### config.mk
export PLATFORM = sky130hd
export DESIGN_NAME = landrover_drive_fsm
export DESIGN_NICKNAME = d
export VERILOG_FILES = /design/src/rtl/landrover_pkg.sv /design/src/rtl/landrover_timer.sv /design/src/rtl/landrover_drive_fsm.sv
export SDC_FILE = /design/constraint.sdc
export NUM_CORES = 1
export LEC_CHECK = 0
export ABC_AREA = 0
export CAP_MARGIN = 20
export CORE_UTILIZATION = 50
export DETAILED_ROUTE_END_ITERATION = 7
export HOLD_SLACK_MARGIN = 0.02
export PLACE_DENSITY = 0.72
export SETUP_SLACK_MARGIN = 0.2
export SLEW_MARGIN = 5
export SYNTH_ARGS = -nofsm -noshare
export SYNTH_HDL_FRONTEND = slang
export SYNTH_SLANG_ARGS = --single-unit
### constraint.sdc
create_clock -name clk -period 2.8 [get_ports clk]
set_clock_uncertainty 0.1 [all_clocks]
set_input_delay 0.42 -clock clk [delete_from_list [all_inputs] [get_ports clk]]
set_output_delay 0.42 -clock clk [all_outputs]
set_load 0.05 [all_outputs]
### src/rtl/landrover_pkg.sv
// Shared state and command encodings for the landrover drive controller.
package landrover_pkg;

    typedef enum logic [2:0] {
        ST_IDLE  = 3'b000,
        ST_DRIVE = 3'b001,
        ST_BRAKE = 3'b010,
        ST_TURN  = 3'b011,
        ST_ESTOP = 3'b100
    } state_e;

    typedef enum logic [1:0] {
        CMD_HOLD    = 2'b00,
        CMD_ACCEL   = 2'b01,
        CMD_DECEL   = 2'b10,
        CMD_REVERSE = 2'b11
    } cmd_e;

    // Bits needed to hold the value n (at least one).
    function automatic int cnt_width(input int n);
        return (n < 2) ? 1 : $clog2(n + 1);
    endfunction

endpackage

### src/rtl/landrover_timer.sv
// Loadable down-counter that stops at zero and flags it; used for dwell and turn timing.
module landrover_timer #(
    parameter int W = 4
) (
    input  logic         clk,
    input  logic         reset,
    input  logic         load,
    input  logic         clear,
    input  logic [W-1:0] load_val,
    output logic         zero
);

    logic [W-1:0] count_q;

    // NOTE: reset is synchronous, so it lives inside the clocked branch rather than the sensitivity list.
    always_ff @(posedge clk) begin
        if (reset || clear) begin
            count_q <= '0;
        end else if (load) begin
            count_q <= load_val;
        end else if (count_q != '0) begin
            count_q <= count_q - W'(1);
        end
    end

    assign zero = (count_q == '0);

endmodule

### src/rtl/landrover_drive_fsm.sv
// Drive controller: accepts speed/direction commands, brakes and turns on reverse, stops on obstacles.
module landrover_drive_fsm
    import landrover_pkg::*;
#(
    parameter int SPEED_W     = 3,
    parameter int DWELL       = 4,
    parameter int TURN_CYCLES = 8
) (
    input  logic               clk,
    input  logic               reset,
    input  logic               cmd_valid,
    input  logic [1:0]         cmd,
    input  logic               obstacle,
    output logic               cmd_ready,
    output logic [2:0]         state,
    output logic [SPEED_W-1:0] speed,
    output logic               dir
);

    localparam logic [SPEED_W-1:0] SMAX       = {SPEED_W{1'b1}};
    localparam logic [SPEED_W-1:0] ONE        = SPEED_W'(1);
    localparam int                 DW_W       = cnt_width(DWELL);
    localparam int                 TN_W       = cnt_width(TURN_CYCLES);
    localparam logic [DW_W-1:0]    DWELL_LOAD = DW_W'(DWELL);
    // The counter is checked while already in TURN, so it starts one short.
    localparam logic [TN_W-1:0]    TURN_LOAD  = TN_W'(TURN_CYCLES - 1);

    state_e             state_q, state_d;
    logic [SPEED_W-1:0] speed_q, speed_d;
    logic               dir_q, dir_d;
    logic               rev_q, rev_d;
    logic               dwell_load, dwell_clr, dwell_zero;
    logic               turn_load, turn_clr, turn_zero;
    logic               accept;

    assign cmd_ready = !reset && (state_q == ST_IDLE || state_q == ST_DRIVE)
                       && dwell_zero && !obstacle;
    assign accept    = cmd_valid && cmd_ready;

    // NOTE: every output of this block gets a default first, so no path can infer a latch.
    always_comb begin
        state_d    = state_q;
        speed_d    = speed_q;
        dir_d      = dir_q;
        rev_d      = rev_q;
        dwell_load = 1'b0;
        dwell_clr  = 1'b0;
        turn_load  = 1'b0;
        turn_clr   = 1'b0;

        if (obstacle && (state_q == ST_DRIVE || state_q == ST_BRAKE || state_q == ST_TURN)) begin
            state_d   = ST_ESTOP;
            speed_d   = '0;
            rev_d     = 1'b0;
            dwell_clr = 1'b1;
            turn_clr  = 1'b1;
        end else begin
            case (state_q)
                ST_IDLE: begin
                    speed_d = '0;
                    if (accept) begin
                        case (cmd_e'(cmd))
                            CMD_ACCEL: begin
                                state_d    = ST_DRIVE;
                                speed_d    = ONE;
                                dwell_load = 1'b1;
                            end
                            CMD_DECEL:   dwell_load = 1'b1;
                            CMD_REVERSE: dir_d = !dir_q;
                            default: ;
                        endcase
                    end
                end
                ST_DRIVE: begin
                    if (accept) begin
                        case (cmd_e'(cmd))
                            CMD_ACCEL: begin
                                if (speed_q != SMAX) speed_d = speed_q + ONE;
                                dwell_load = 1'b1;
                            end
                            CMD_DECEL: begin
                                dwell_load = 1'b1;
                                if (speed_q <= ONE) begin
                                    speed_d = '0;
                                    state_d = ST_IDLE;
                                end else begin
                                    speed_d = speed_q - ONE;
                                end
                            end
                            CMD_REVERSE: begin
                                state_d = ST_BRAKE;
                                rev_d   = 1'b1;
                                if (speed_q != '0) speed_d = speed_q - ONE;
                            end
                            default: ;
                        endcase
                    end
                end
                ST_BRAKE: begin
                    if (speed_q == '0) begin
                        if (rev_q) begin
                            state_d   = ST_TURN;
                            turn_load = 1'b1;
                        end else begin
                            state_d = ST_IDLE;
                        end
                    end else begin
                        speed_d = speed_q - ONE;
                    end
                end
                ST_TURN: begin
                    speed_d = '0;
                    if (turn_zero) begin
                        state_d = ST_DRIVE;
                        speed_d = ONE;
                        dir_d   = !dir_q;
                        rev_d   = 1'b0;
                    end
                end
                ST_ESTOP: begin
                    speed_d = '0;
                    if (!obstacle) state_d = ST_IDLE;
                end
                default: begin
                    state_d = ST_IDLE;
                    speed_d = '0;
                end
            endcase
        end
    end

    // NOTE: non-blocking assignments make every register update from its pre-edge value.
    always_ff @(posedge clk) begin
        if (reset) begin
            state_q <= ST_IDLE;
            speed_q <= '0;
            dir_q   <= 1'b0;
            rev_q   <= 1'b0;
        end else begin
            state_q <= state_d;
            speed_q <= speed_d;
            dir_q   <= dir_d;
            rev_q   <= rev_d;
        end
    end

    landrover_timer #(.W(DW_W)) u_dwell_timer (
        .clk      (clk),
        .reset    (reset),
        .load     (dwell_load),
        .clear    (dwell_clr),
        .load_val (DWELL_LOAD),
        .zero     (dwell_zero)
    );

    landrover_timer #(.W(TN_W)) u_turn_timer (
        .clk      (clk),
        .reset    (reset),
        .load     (turn_load),
        .clear    (turn_clr),
        .load_val (TURN_LOAD),
        .zero     (turn_zero)
    );

    assign state = state_q;
    assign speed = speed_q;
    assign dir   = dir_q;

endmodule

==> impl_metrics.json, run 1 <==
{
  "status": "finished, final reports clean",
  "whs_endpoint": "u_dwell_timer.count_q[1]",
  "worstMarginPinSlew_ns": 0.6967,
  "synth_area_leaders": "dfxtp_1 (25%), ha_1 (13%), a21oi_1 (3.8%)",
  "ir_worst_vdd_uv": 509.5,
  "n_fill_cell": 217,
  "ys_seq_elements": 15,
  "yosysUniqueCellTypes": 49,
  "rsz0062_at_grt": "no",
  "cts_tree": "built",
  "comb_power_share_pct": 51.9,
  "async_reset_ff_share_pct": 0,
  "cp.required_ns": 2.28,
  "p_int_mw": 0.5341,
  "drt-initial-drc-count": 37,
  "die-width_um": 50.61,
  "p_leak_nw": 0.5432,
  "cp-start-kind": "flop",
  "h-tree-depth": 1,
  "finalPower_mw": 0.8889,
  "dp_hpwl_um": 1972,
  "p_sw_share_pct": 39.91,
  "whs_path_depth": 2,
  "rr_endpoint": "speed[0]",
  "syn_to_final_growth_pct": 16.95,
  "synth_most_common_cell": "dfxtp_1",
  "die_h_um": 50.61,
  "worstHoldStart": "u_dwell_timer.count_q[1]",
  "setup_tns_ns": 0,
  "hold_class": "reg2reg",
  "maxCapViolCount": 0,
  "ys.warnings.count": 0,
  "rows": 17,
  "power_frac_seq_pct": 34.0,
  "synth_top_area_share_pct": 25.42,
  "ctsHoldBuffers": 0,
  "clkPwrFrac_pct": 14.1,
  "post_cts_buffers": 0,
  "diodes": 0,
  "clock-root-buffer": "clkbuf_4",
  "post-route-drc-count": 0,
  "final-seq-area_um2": 300.3,
  "ioPinCount": 14,
  "period_minus_slack_ns": 2.459,
  "core_um2": 2212,
  "drive_above_1_share_pct": 12.08,
  "wl_per_cell_um": 15.07,
  "multi_input_area_um2": 830.8,
  "reg2regPathDepth": 7,
  "grt_usage_pct": 23.18,
  "reg2reg_from": "u_dwell_timer.count_q[0]",
  "postSynthAreaPerCell_um2": 8.814,
  "grt_pass1_wl_um": 4491,
  "firstDrtPassIters": 4,
  "cellPowerDensity_nw_per_um2": 643.5,
  "synth_commonest_cells": "dfxtp_1 (15), ha_1 (12), inv_1 (11)",
  "switchingPower_mw": 0.3548,
  "ys.flop_type": "dfxtp_1",
  "clock.fmax_mhz": 406.6,
  "grt_max_degree": 17,
  "ys_seq_area_share_pct": 25.42,
  "finalCritPeriodShare_pct": 87.83,
  "port_buffers": 13,
  "setup_viol": 0,
  "vias_per_cell": 6.023,
  "crit_path_max_fanout": 6,
  "antenna_found_initial": 0,
  "cts_buffers": 3,
  "syn_area_um2": 1181,
  "drt-total-wl_um": 2667,
  "netlist_instances": 134,
  "cts_max_path_buffers": 2,
  "grt-ovfl-total": 0,
  "nets": 168,
  "cts.reportedPaths.clkPinSlew_ns": 0.09,
  "grt_pass1_vias": 1025,
  "clock_sinks": 15,
  "timing_hold_violations_final": 0,
  "cp-end-kind": "primary output",
  "initial_core_util_pct": 53.39,
  "synthesis.nets": 152,
  "dieArea_um2": 2561,
  "synth_edf_count": 0,
  "slew_headroom_pct": 53.33,
  "synth_top_cell_by_area": "dfxtp_1",
  "crit_arrival_ns": 1.94,
  "drtAntennaViolNets": 0,
  "final-max-slew-violation-count": 0,
  "vias": 1066,
  "rrSetupSlack_ns": 0.63,
  "gp_congestion": 0.8880,
  "path_class": "reg2out",
  "clk_latency_ns": 0.29
}
cells by family after synthesis:
kind of cell,count (synthesis),synth area share (%)
fa+ha+maj,12,12.71
simple gates,54,28.92
flops,15,25.42
xor+xnor,6,4.450
compound gates,30,20.77
buf+inv,14,4.661
mux,3,3.072
worst max-delay path by stage:
stage,from,end,depth (start not counted)
floorplan,u_dwell_timer.count_q[0],cmd_ready,5
global placement,reset,cmd_ready,4
detailed placement,reset,cmd_ready,4
CTS,u_dwell_timer.count_q[0],cmd_ready,6
global route,u_dwell_timer.count_q[0],cmd_ready,6
finish,u_dwell_timer.count_q[0],cmd_ready,6
placed cells by master, fill, tap and decap left out, types with 2 or more instances in the layout:
cell and instances:
dfxtp_1 15, clkdlybuf4s50_1 12, inv_1 11, ha_1 11, a21oi_1 9, nor2_1 9
nand2_1 7, nor3_1 5, nor2b_1 4, nand2b_1 4, nor3b_1 3, nand3b_1 3
nand3_1 3, xor2_1 3, xnor2_1 3, a32o_1 3, clkbuf_4 3, or3b_2 2
o2bb2ai_1 2, nand4b_1 2, o21ai_0 2
layer usage:
layer / track usage, % / part of all wire, %
met2: 40.67 / 48
met5: 0 / 0
met1: 26.97 / 43
met3: 6.364 / 7.5
met4: 7.407 / 1.1
state kept, by name, indices dropped and copies added, names as in the netlist:
| signal | cells |
|---|---|
| rev_q | 1 |
| u_turn_timer.count_q | 4 |
| state | 3 |
| u_dwell_timer.count_q | 3 |
| speed | 3 |
| dir | 1 |
worst max-delay path, stage by stage, from the launching register on:
cell     delay (ns)
dfxtp_1        0.33
inv_1          0.06
ha_1           0.16
ha_2           0.26
or4b_4         0.53
nor2_2         0.16
buf_12         0.15
repair_timing:
item / CTS / global route
endpoints found under the hold margin: 0 / 0
resized for setup: 1 / 1
endpoints found under the setup margin: 1 / 1
power by group through the flow:
stage	logic (mW)	clock network, mW	registers, mW
floorplan	0.331	0	0.309
global placement	0.440	0	0.305
detailed placement	0.456	0	0.306
CTS	0.463	0.129	0.301
global route	0.526	0.140	0.309
finish	0.462	0.125	0.302
stage by stage:
stage	cells	hold WS [ns]	setup WS, ns	instance area (um2)	utilization [%]
after floorplan	134	0.3585	0.3482	1181	-
after global placement	173	0.3756	0.3823	1350	61.03
after detailed placement	173	0.3807	0.3539	1350	61.03
after CTS	177	0.4029	0.2698	1379	62.33
after global routing	177	0.4440	0.2339	1381	62.44
final	177	0.3978	0.3408	1381	62.44
layout make-up:
type | count | area share [%]
Clock buffer | 4 | 1.902
Inverter | 11 | 2.989
Sequential cell | 15 | 21.74
Tap cell | 28 | 2.536
Timing Repair Buffer | 14 | 10.69
Multi-Input combinational cell | 105 | 60.15
Power figures use the tool's default switching activity.
==> inputs of run 2 (changes only) <==
TNS_END_PERCENT = 100   (was unset)
==> results of run 2 <==
Same layout as run 1: the final DEF is identical, and so are final timing and power.
==> inputs of run 3 (changes only) <==
ABC_AREA = unset   (was 0)
==> results of run 3 <==
Same layout as run 1: the final DEF is identical, and so are final timing and power.
